File: src/rtl/bclk_train_seq.sv
// -----------------------------------------------------------------------------
// bclk_train_seq
// Training sequencer for the DDR3 BCLK training IOD lane. After TRAIN_START it
// sweeps the RX delay line from tap 0 up to TAP_MAX (or until the IOD reports
// out-of-range). At each tap it clears the eye-monitor flags, waits for the
// line to settle, observes EARLY/LATE for a sample window and records the
// longest contiguous run of passing taps. It then reloads the delay line and
// steps it to the centre of that window.
//
// Ports
//   FAB_CLK                    fabric clock (same as IOD RX_CLK)
//   ARST_N                     asynchronous active-low reset
//   TRAIN_START                one-cycle start request (honoured in IDLE/DONE/ERR)
//   TRAIN_BUSY                 sequence in progress
//   TRAIN_DONE / TRAIN_ERR     sticky success / failure flags
//   TAP_CENTER [7:0]           final tap loaded into the delay line
//   WINDOW_WIDTH [8:0]         best window length in taps
//   DELAY_LINE_MOVE_0          one-cycle step pulse
//   DELAY_LINE_DIRECTION_0     step direction, constant 1 (increment)
//   DELAY_LINE_LOAD_0          one-cycle reload-to-tap-0 pulse
//   EYE_MONITOR_CLEAR_FLAGS_0  one-cycle flag clear pulse
//   EYE_MONITOR_EARLY_0/LATE_0 eye-monitor flags (already in FAB_CLK domain)
//   DELAY_LINE_OUT_OF_RANGE_0  delay line cannot move further
//   RX_DATA_0 [7:0]            deserialised lane data
//
// Build option: define BCLK_TRAIN_RXDATA_CHECK_EN to also fail a tap when
// RX_DATA_0 changes between consecutive sample cycles or reads 8'h00/8'hFF.
// -----------------------------------------------------------------------------
module bclk_train_seq #(
  parameter int TAP_MAX       = 127,
  parameter int SETTLE_CYCLES = 8,
  parameter int SAMPLE_CYCLES = 16,
  parameter int MIN_WINDOW    = 4
) (
  input  logic       FAB_CLK,
  input  logic       ARST_N,
  input  logic       TRAIN_START,
  output logic       TRAIN_BUSY,
  output logic       TRAIN_DONE,
  output logic       TRAIN_ERR,
  output logic [7:0] TAP_CENTER,
  output logic [8:0] WINDOW_WIDTH,
  output logic       DELAY_LINE_MOVE_0,
  output logic       DELAY_LINE_DIRECTION_0,
  output logic       DELAY_LINE_LOAD_0,
  output logic       EYE_MONITOR_CLEAR_FLAGS_0,
  input  logic       EYE_MONITOR_EARLY_0,
  input  logic       EYE_MONITOR_LATE_0,
  input  logic       DELAY_LINE_OUT_OF_RANGE_0,
  input  logic [7:0] RX_DATA_0
);

  localparam int CNT_W = 16;

  typedef enum logic [3:0] {
    S_IDLE, S_LOAD, S_CLEAR, S_SETTLE, S_SAMPLE, S_EVAL, S_STEP,
    S_FINISH, S_CLOAD, S_CMOVE, S_CGAP, S_DONE, S_ERR
  } state_t;

  state_t             r_state, w_next;
  logic [CNT_W-1:0]   r_cnt;
  logic [7:0]         r_tap;
  logic               r_fail;
  logic [7:0]         r_run_start, r_best_start;
  logic [8:0]         r_run_len, r_best_len;
  logic [7:0]         r_move_cnt;
  logic [7:0]         r_tap_center;
  logic [8:0]         r_window_width;
  logic               r_busy, r_done, r_err;
  logic               r_move, r_load, r_clr;

  logic               w_settle_end, w_sample_end, w_sweep_end;
  logic               w_run_better;
  logic [7:0]         w_fin_start;
  logic [8:0]         w_fin_len;
  logic [7:0]         w_center;
  logic               w_rx_bad;
  logic               w_tap_fail;

  assign w_settle_end = (r_cnt == CNT_W'(SETTLE_CYCLES - 1));
  assign w_sample_end = (r_cnt == CNT_W'(SAMPLE_CYCLES - 1));
  // Out-of-range is looked at only here, so a rise during SAMPLE cannot
  // disturb the current tap's result.
  assign w_sweep_end  = (r_tap == 8'(TAP_MAX)) || DELAY_LINE_OUT_OF_RANGE_0;

  // Strictly greater: on equal lengths the earlier window is kept.
  assign w_run_better = (r_run_len > r_best_len);
  assign w_fin_start  = w_run_better ? r_run_start : r_best_start;
  assign w_fin_len    = w_run_better ? r_run_len   : r_best_len;
  assign w_center     = 8'({1'b0, w_fin_start} + ((w_fin_len - 9'd1) >> 1));

`ifdef BCLK_TRAIN_RXDATA_CHECK_EN
  logic [7:0] r_prev_rx;
  // r_cnt is 0 on the first sample cycle, where there is no previous value.
  assign w_rx_bad = (RX_DATA_0 == 8'h00) || (RX_DATA_0 == 8'hFF) ||
                    ((r_cnt != '0) && (RX_DATA_0 != r_prev_rx));

  always_ff @(posedge FAB_CLK or negedge ARST_N) begin
    if (!ARST_N)                r_prev_rx <= 8'h00;
    else if (r_state == S_SAMPLE) r_prev_rx <= RX_DATA_0;
  end
`else
  logic w_rx_unused;
  assign w_rx_unused = ^RX_DATA_0;
  assign w_rx_bad    = 1'b0;
`endif

  assign w_tap_fail = EYE_MONITOR_EARLY_0 | EYE_MONITOR_LATE_0 | w_rx_bad;

  // NOTE: sequential state uses non-blocking assignments so every register
  // samples pre-edge values, independent of block ordering.
  always_ff @(posedge FAB_CLK or negedge ARST_N) begin
    if (!ARST_N) r_state <= S_IDLE;
    else         r_state <= w_next;
  end

  // NOTE: w_next gets its default before the case so no path leaves it
  // unassigned, which would infer a latch.
  always_comb begin
    w_next = r_state;
    case (r_state)
      S_IDLE, S_DONE, S_ERR: if (TRAIN_START) w_next = S_LOAD;
      S_LOAD:   w_next = S_CLEAR;
      S_CLEAR:  w_next = S_SETTLE;
      S_SETTLE: if (w_settle_end) w_next = S_SAMPLE;
      S_SAMPLE: if (w_sample_end) w_next = S_EVAL;
      S_EVAL:   w_next = S_STEP;
      S_STEP:   w_next = w_sweep_end ? S_FINISH : S_CLEAR;
      S_FINISH: w_next = (w_fin_len < 9'(MIN_WINDOW)) ? S_ERR : S_CLOAD;
      S_CLOAD:  w_next = (r_tap_center == 8'd0) ? S_DONE : S_CMOVE;
      S_CMOVE:  w_next = S_CGAP;
      S_CGAP:   w_next = (r_move_cnt == r_tap_center) ? S_DONE : S_CMOVE;
      default:  w_next = S_IDLE;
    endcase
  end

  // Sweep datapath.
  always_ff @(posedge FAB_CLK or negedge ARST_N) begin
    if (!ARST_N) begin
      r_cnt          <= '0;
      r_tap          <= 8'd0;
      r_fail         <= 1'b0;
      r_run_start    <= 8'd0;
      r_run_len      <= 9'd0;
      r_best_start   <= 8'd0;
      r_best_len     <= 9'd0;
      r_move_cnt     <= 8'd0;
      r_tap_center   <= 8'd0;
      r_window_width <= 9'd0;
    end else begin
      case (r_state)
        S_IDLE, S_DONE, S_ERR: begin
          if (TRAIN_START) begin
            r_tap        <= 8'd0;
            r_run_start  <= 8'd0;
            r_run_len    <= 9'd0;
            r_best_start <= 8'd0;
            r_best_len   <= 9'd0;
          end
        end
        S_LOAD: begin
          r_tap <= 8'd0;
          r_cnt <= '0;
        end
        S_CLEAR: begin
          r_fail <= 1'b0;
          r_cnt  <= '0;
        end
        S_SETTLE: r_cnt <= w_settle_end ? '0 : r_cnt + 1'b1;
        S_SAMPLE: begin
          r_cnt  <= w_sample_end ? '0 : r_cnt + 1'b1;
          r_fail <= r_fail | w_tap_fail;
        end
        S_EVAL: begin
          if (!r_fail) begin
            if (r_run_len == 9'd0) r_run_start <= r_tap;
            r_run_len <= r_run_len + 9'd1;
          end else begin
            if (w_run_better) begin
              r_best_start <= r_run_start;
              r_best_len   <= r_run_len;
            end
            r_run_len <= 9'd0;
          end
        end
        S_STEP: if (!w_sweep_end) r_tap <= r_tap + 8'd1;
        S_FINISH: begin
          r_best_start   <= w_fin_start;
          r_best_len     <= w_fin_len;
          r_run_len      <= 9'd0;
          r_window_width <= w_fin_len;
          r_tap_center   <= (w_fin_len < 9'(MIN_WINDOW)) ? 8'd0 : w_center;
        end
        S_CLOAD: r_move_cnt <= 8'd0;
        S_CMOVE: r_move_cnt <= r_move_cnt + 8'd1;
        default: ;
      endcase
    end
  end

  // Registered status and IOD pulses, decoded from the next state so each
  // pulse is high during the cycle its state is occupied. The sweep step is
  // issued during the CLEAR that follows STEP; settle time covers both.
  always_ff @(posedge FAB_CLK or negedge ARST_N) begin
    if (!ARST_N) begin
      r_busy <= 1'b0;
      r_done <= 1'b0;
      r_err  <= 1'b0;
      r_move <= 1'b0;
      r_load <= 1'b0;
      r_clr  <= 1'b0;
    end else begin
      r_busy <= !(w_next inside {S_IDLE, S_DONE, S_ERR});
      r_done <= (w_next == S_DONE);
      r_err  <= (w_next == S_ERR);
      r_move <= (w_next == S_CMOVE) || ((r_state == S_STEP) && (w_next == S_CLEAR));
      r_load <= (w_next == S_LOAD) || (w_next == S_CLOAD);
      r_clr  <= (w_next == S_CLEAR);
    end
  end

  assign TRAIN_BUSY                = r_busy;
  assign TRAIN_DONE                = r_done;
  assign TRAIN_ERR                 = r_err;
  assign TAP_CENTER                = r_tap_center;
  assign WINDOW_WIDTH              = r_window_width;
  assign DELAY_LINE_MOVE_0         = r_move;
  assign DELAY_LINE_DIRECTION_0    = 1'b1;
  assign DELAY_LINE_LOAD_0         = r_load;
  assign EYE_MONITOR_CLEAR_FLAGS_0 = r_clr;

endmodule
File: config.mk
export PLATFORM = sky130hd
export DESIGN_NAME = bclk_train_seq
export DESIGN_NICKNAME = d
export VERILOG_FILES = /design/src/rtl/bclk_train_seq.sv
export SDC_FILE = /design/constraint.sdc
export NUM_CORES = 1
export LEC_CHECK = 0
export CAP_MARGIN = 5
export CORE_MARGIN = 1
export CORE_UTILIZATION = 40
export CTS_BUF_LIST = sky130_fd_sc_hd__clkbuf_16
export CTS_CLUSTER_SIZE = 28
export DETAILED_ROUTE_END_ITERATION = 10
export PLACE_DENSITY_LB_ADDON = 0.2
export SYNTH_ARGS = -nofsm -noshare
export SYNTH_HDL_FRONTEND = slang
export SYNTH_SLANG_ARGS = --single-unit
File: constraint.sdc
create_clock -name FAB_CLK -period 13.3 [get_ports FAB_CLK]
set_input_delay 3.325 -clock FAB_CLK [delete_from_list [all_inputs] [get_ports FAB_CLK]]
set_output_delay 3.325 -clock FAB_CLK [all_outputs]
set_load 0.02 [all_outputs]
==> impl_results.md, run 1 <==
* Status: complete, no violations
* Crit end category: flip-flop
* Vias in the first global route at 4,261
* Overflow after GRT at 0
* DRC Markers at 0
* Most frequent cells in the layout: 94 x dfrtp_1, 65 x o21ai_0, 59 x nand2_1
* Post-cts hold buffer count at 0
* Cell Pwr Density at 242.8 nW/µm²
* Util after Layout at 0.4644
* Fin. max-slew vios at 0
* CTS tree: done
* Largest net degree at the start of global routing at 56
* Rel. slew slack at 0.2788
* Total CTS buffers at 9
* Fraction of registers with async set or reset after synthesis at 1.000
* RSZ-0062 raised after global routing: false
* Setup violators final at 0
* Num ports at 38
* WS Path Type: in -> reg
* Synth cell types at 57
* Final ANT Viol Nets at 0
* Largest family of logic cells by synthesized area: simple AND/OR/NAND/NOR gates
* Buffers on Ports at 28
* Crit-path max cell delay at 950 ps
* Fraction of synthesized area in multiplexers at 0.04132
* Average wire per standard cell at 15.86 µm
* GP Congestion at 0.8376
* Min Tclk post-route at 5928 ps
* Dpl cell area at 5936 µm²
* Nets at 660
* Slowest-stage cell, CP: nor4b_4
* Final Skew at 7.509 ps
* Startpoint types: input port
* Max Clk Rate at 168.7 MHz
* Worst skew pair latency at 350 ps
* Post-synthesis sequential area ratio at 0.4245
* Clock Path Buffers at 2
* Gate power share at 0.562
* Die Area at 14,330 µm²
* R2R setup slack at 7690 ps
* Synth Area in Adders at 0.05329
* Fraction of synthesized cell area in xor and xnor cells at 0.05216
* Switching share of total power at 0.4480
* Synthesized area at 5542 µm²
* Initial antenna violation count at 0
* Dominant synthesized flop cell: dfrtp_1
* WHS Path Cells at 2
* Synthesis-to-finish area growth at 12.31%
* Clock sink count at 94
* Hold Path Class: reg -> reg
* Int Pwr at 0.8340 mW
* H-tree depth at 3
* Die Width at 119.7 µm
* Post-Synth Simple-Gate Area at 0.2190
* Share of layout cells above drive strength 1 at 0.06369
* Starting DRT DRC Count at 265
* Clock power share at 0.168
* Critical R2R Capture: TAP_CENTER[7]
* FP Rows at 42
* Die Height at 119.7 µm
* Final Cell Area at 6223 µm²
* Sw power at 0.6768 mW
* Cells after Synth at 607
* Critical Path AT at 6200 ps
* Final period utilization at 0.4457
* CTS root buffer: clkbuf_16
* Slew @ Worst Pin at 1082 ps
* Sequential share of power at 0.270
* Compound-Gate Fraction of Synth Area at 0.1639
* Top cells by area, synth: dfrtp_1 42%, o21ai_0 5.9%, ha_1 5.0%
* Mean Syn Cell Area at 9.129 µm²
* Cell taking the most area after synthesis: dfrtp_1
* Post-CTS Setup Inserts at 0
* Vias/cell at 5.504
* Hold Path End: WINDOW_WIDTH[2]
* Worst R2R Start: r_run_len[3]
* Fin Setup TNS at 0 ps
* Post-CTS sizing at 0
* Yosys warnings at 0
* Syn_nets at 644
* Starting Density at 0.4135
* Global Route Usage Sum at 0.1934
* Hold_sp: WINDOW_WIDTH[2]
* CP Cell Sequence: clkdlybuf4s50_1 -> nand3b_1 -> a21oi_1 -> a32oi_1 -> nand4_1 -> nor4b_4 -> a31o_4 -> nand3_1 -> o21ai_0
* Pleak at 2.879 nW
* Worst VDD drop at 0.2087 mV
* First-pass GRT wire length at 21,720 µm
* CP Max Fanout at 16
* Via Count at 4,425
* Hold Fails Final Rpt at 0
* Cells on worst reg2reg path at 20
* Post-DP HPWL at 9070 µm
* Worst-path clk slew at 60 ps
* Drt first pass iters at 4
* ANT cells at 0
* MaxCap Viol Count at 0
* Leading cell type in the layout, fill and taps excluded: dfrtp_1
* Post-synth EDFFs at 0
* Required @ worst endpoint at 13,570 ps
* FF+latch count, synth at 94
* Core area at 13,400 µm²
* Final WL at 12,750 µm
* Post-synth top area share at 0.4245
flip-flops by register name (all words and copies together), names as in the netlist:
signal and flops:
r_cnt 16, r_state 4, TRAIN_DONE 1, DELAY_LINE_MOVE_0 1, r_fail 1, TRAIN_BUSY 1, r_run_start 8, r_best_start 8
r_move_cnt 8, TRAIN_ERR 1, DELAY_LINE_LOAD_0 1, r_tap 8, TAP_CENTER 8, r_best_len 9, r_run_len 9, EYE_MONITOR_CLEAR_FLAGS_0 1
WINDOW_WIDTH 9
through the flow:
stage	hold slack [ps]	std cells	worst slack [ps]	total power [mW]
global route	517.4	804	7109	1.639
global placement	464.7	787	7030	1.245
detailed placement	470.8	787	7011	1.259
CTS	484.7	803	7372	1.520
floorplan	466.5	607	8396	1.064
finish	480.7	804	7372	1.511
power by group through the flow:
| stage | Sequential (mW) | Combinational, mW | Clock, mW |
|---|---|---|---|
| after floorplan | 0.394 | 0.671 | 0 |
| after global routing | 0.417 | 0.950 | 0.272 |
| after CTS | 0.407 | 0.855 | 0.258 |
| after global placement | 0.412 | 0.833 | 0 |
| after detailed placement | 0.412 | 0.847 | 0 |
| final | 0.408 | 0.850 | 0.253 |
final cells by class:
class / count / area (µm²)
Fill cell: 1301 / 7177
Clock buffer: 9 / 225.2
Timing Repair Buffer: 32 / 305.3
Tap cell: 176 / 220.2
Clock inverter: 7 / 57.56
Multi-Input combinational cell: 453 / 2939
Inverter: 33 / 123.9
Sequential cell: 94 / 2352
worst max path at each step:
stage | slack, ps | to | cells past startpoint | from
final | 7370 | r_run_start[4] | 9 | TRAIN_START
after global routing | 7110 | r_run_start[3] | 9 | TRAIN_START
after CTS | 7370 | r_run_start[3] | 9 | TRAIN_START
after detailed placement | 7010 | r_run_start[3] | 9 | TRAIN_START
after global placement | 7030 | r_best_start[7] | 8 | TRAIN_START
after floorplan | 8400 | TAP_CENTER[7] | 24 | r_best_len[3]
synth_stat cells (2+ instances only):
| library cell | count |
|---|---|
| and3_1 | 18 |
| mux2_2 | 7 |
| nand4_1 | 9 |
| dfrtp_1 | 94 |
| nor4b_1 | 2 |
| or4_1 | 3 |
| nand2_1 | 59 |
| o21bai_1 | 2 |
| nor3_1 | 24 |
| a32oi_1 | 2 |
| ha_1 | 22 |
| o31ai_1 | 6 |
| o41ai_1 | 2 |
| o21a_1 | 6 |
| inv_1 | 33 |
| nor4_2 | 3 |
| nor2_1 | 33 |
| nor2_2 | 2 |
| a21oi_1 | 17 |
| a21o_1 | 8 |
| buf_2 | 8 |
| buf_4 | 2 |
| a22o_1 | 17 |
| or2_2 | 6 |
| nand3b_1 | 4 |
| or3_1 | 3 |
| o21ai_1 | 5 |
| xnor2_1 | 17 |
| clkbuf_1 | 15 |
| nor4_1 | 2 |
| mux2i_1 | 15 |
| o21ai_0 | 65 |
| o22ai_1 | 7 |
| xor2_1 | 16 |
| nand3_1 | 24 |
| nor2b_1 | 9 |
| and2_1 | 4 |
| nand2b_1 | 17 |
worst max-delay path: cells and delay by family:
| family | cells | cell delay (ps) |
|---|---|---|
| buffers and inverters | 1 | 590 |
| and+or+nand+nor | 4 | 1570 |
| AOI/OAI and AO/OA | 4 | 720 |
layer usage:
| metal | vias up | GRT usage | share of wire |
|---|---|---|---|
| li1 | 2181 | - | - |
| met1 | 2164 | 0.2631 | 0.48 |
| met2 | 62 | 0.3103 | 0.47 |
| met3 | 18 | 0.02709 | 0.030 |
| met4 | 0 | 0.07734 | 0.018 |
| met5 | - | 0 | 0 |
cell families after synthesis:
group / Yosys count
flip-flops: 94
adder cells (fa/ha/maj): 23
AO/OA/AOI/OAI: 145
other: 1
XOR/XNOR: 33
AND/OR/NAND/NOR: 229
multiplexers: 22
buffers and inverters: 60
No activity file was read; power rests on OpenSTA's default activity.
==> run 2, diff against run 1 <==
==> constraint.sdc (replaced) <==
create_clock -name FAB_CLK -period 6.2 [get_ports FAB_CLK]
set_input_delay 1.55 -clock FAB_CLK [delete_from_list [all_inputs] [get_ports FAB_CLK]]
set_output_delay 1.55 -clock FAB_CLK [all_outputs]
set_load 0.02 [all_outputs]
==> run 2 against run 1 <==
Critical path depth rose by 10. Final cell count rose by 0.25%. Total power rose by 120%. Sequential power rose by 110%. Via count rose by 1.3%. Routed wire length rose by 3.5%. Worst setup slack got worse by 6700 ps. Critical endpoint is now TAP_CENTER[7]. Largest power group unchanged.
==> impl_results.md, run 2 (synthesis gave the netlist of run 1 again) <==
* H-tree depth at 3
* Initial antenna violation count at 0
* First-pass GRT wire length at 22,180 µm
* WS Path Type: reg -> reg
* Critical Path AT at 5810 ps
* Hold Fails Final Rpt at 0
* Metal2 WL at 6318 µm
* Num ports at 38
* Final WL at 13,200 µm
* Max Clk Rate at 181.1 MHz
* Worst setup path endpoint: TAP_CENTER[7]
* Share of layout cells above drive strength 1 at 0.06667
* Final ANT Viol Nets at 0
* Fin. max-slew vios at 0
* Cell Pwr Density at 531.6 nW/µm²
* Critical R2R Capture: TAP_CENTER[7]
* Startpoint types: flip-flop
* Largest net degree at the start of global routing at 51
* Clock Path Buffers at 2
* CP Max Fanout at 31
* FP Rows at 42
* Status: complete, no violations
* Most frequent cells in the layout: 94 x dfrtp_1, 65 x o21ai_0, 59 x nand2_1
* Setup WS pre-CTS at 605.6 ps
* Storage element area at 2352 µm²
* Finished Layout Cells at 806
* Vias in the first global route at 4,352
* Post-cts hold buffer count at 0
* MaxCap Viol Count at 0
* Clock power share at 0.176
* Worst skew pair latency at 350 ps
* Synthesis-to-finish area growth at 13.12%
* Switching share of total power at 0.4420
* Starting DRT DRC Count at 239
* Starting Density at 0.4135
* Die Width at 119.7 µm
* Vias/cell at 5.560
* Via Count at 4,481
* Worst-path clk slew at 70 ps
* Final Skew at 7.993 ps
* Nets at 662
* Overflow after GRT at 0
* # placed instances at 790
* Cells on worst reg2reg path at 19
* Crit path from: r_run_len[6]
* Util after Layout at 0.4678
* Die Height at 119.7 µm
* Multi-input logic area at 2942 µm²
* Setup violators final at 0
* Worst VDD drop at 0.4456 mV
* RSZ-0062 raised after global routing: false
* Buffers on Ports at 28
* Largest register by flop count: r_cnt
* R2R setup slack at 680 ps
* Crit end category: flip-flop
* Int Pwr at 1.859 mW
* CTS tree: done
* Sw power at 1.473 mW
* DR WL met3 at 505 µm
* Clock sink count at 94
* DRC Markers at 0
* Global Route Usage Sum at 0.1985
* Rel. slew slack at 0.2533
* Final Power at 3.332 mW
* Required @ worst endpoint at 6490 ps
* Worst R2R Start: r_run_len[6]
* Sequential share of power at 0.259
* Top Layer Used: met4
* Total CTS buffers at 9
* Gate power share at 0.565
* Number of flip-flops in the largest register at 16
* GP Congestion at 0.8770
* Pleak at 2.907 nW
* Average wire per standard cell at 16.37 µm
* Slew @ Worst Pin at 1120 ps
* Final period utilization at 0.8906
* Fin Setup TNS at 0 ps
* CTS root buffer: clkbuf_16
* Min Tclk post-route at 5522 ps
* Fillers at 1,295
* WL met1 at 6099 µm
* Leading cell type in the layout, fill and taps excluded: dfrtp_1
* Post-DP HPWL at 9351 µm
* Final worst slack at 678.0 ps
* Drt first pass iters at 5
* Core area at 13,400 µm²
* ANT cells at 0
* Hold Path Class: reg -> reg
* Die Area at 14,330 µm²
run 2: layout make-up:
type / count / share of cell area
Clock buffer: 9 / 0.03593
Clock inverter: 7 / 0.01317
Multi-Input combinational cell: 453 / 0.4693
Timing Repair Buffer: 34 / 0.05150
Sequential cell: 94 / 0.3753
Inverter: 33 / 0.01976
Tap cell: 176 / 0.03513
run 2: power by group through the flow:
| stage | Combinational (mW) | Clock [mW] | Sequential (mW) |
|---|---|---|---|
| after floorplan | 1.44 | 0 | 0.844 |
| after global routing | 2.09 | 0.627 | 0.881 |
| after CTS | 1.88 | 0.600 | 0.862 |
| after detailed placement | 1.86 | 0 | 0.873 |
| after global placement | 1.83 | 0 | 0.867 |
| final | 1.88 | 0.586 | 0.864 |
run 2: what timing repair did:
action | in CTS | in global routing
endpoints found under the setup margin | 0 | 1
setup buffers | 0 | 0
gates resized for setup | 0 | 1
run 2: critical path, stage by stage, from the launching register on:
cell and delay, ps:
dfrtp_1 520, ha_1 400, nand4_1 140, nor3_1 510
or2_4 500, nor2_1 80, a21oi_1 230, ha_1 360
nand3_1 140, xnor2_1 160, mux2i_1 230, ha_1 320
and3_1 200, a2111o_1 440, a21o_1 190, a21oi_1 200
nor3_1 110, or3_1 380, a21oi_1 180, o22a_1 160
run 2: worst min-delay path by stage:
stage | endpoint | startpoint | slack [ps] | cells past startpoint
after global routing | r_best_start[7] | r_best_start[7] | 520 | 1
after CTS | WINDOW_WIDTH[2] | WINDOW_WIDTH[2] | 490 | 2
after floorplan | r_tap[7] | r_tap[7] | 470 | 1
final | WINDOW_WIDTH[2] | WINDOW_WIDTH[2] | 480 | 2
after global placement | WINDOW_WIDTH[8] | WINDOW_WIDTH[8] | 460 | 2
after detailed placement | WINDOW_WIDTH[2] | WINDOW_WIDTH[2] | 470 | 2
run 2: metrics by stage:
step | hold WS [ps] | cell area (µm²)
global route | 518.0 | 6269
global placement | 463.2 | 5958
finish | 481.8 | 6269
detailed placement | 473.1 | 5958
CTS | 488.0 | 6266
floorplan | 466.5 | 5542
run 2: per-layer routing:
layer / vias up / global-route usage
li1: 2187 / -
met3: 20 / 0.04658
met4: 0 / 0.07656
met2: 73 / 0.3244
met1: 2201 / 0.2538
met5: - / 0
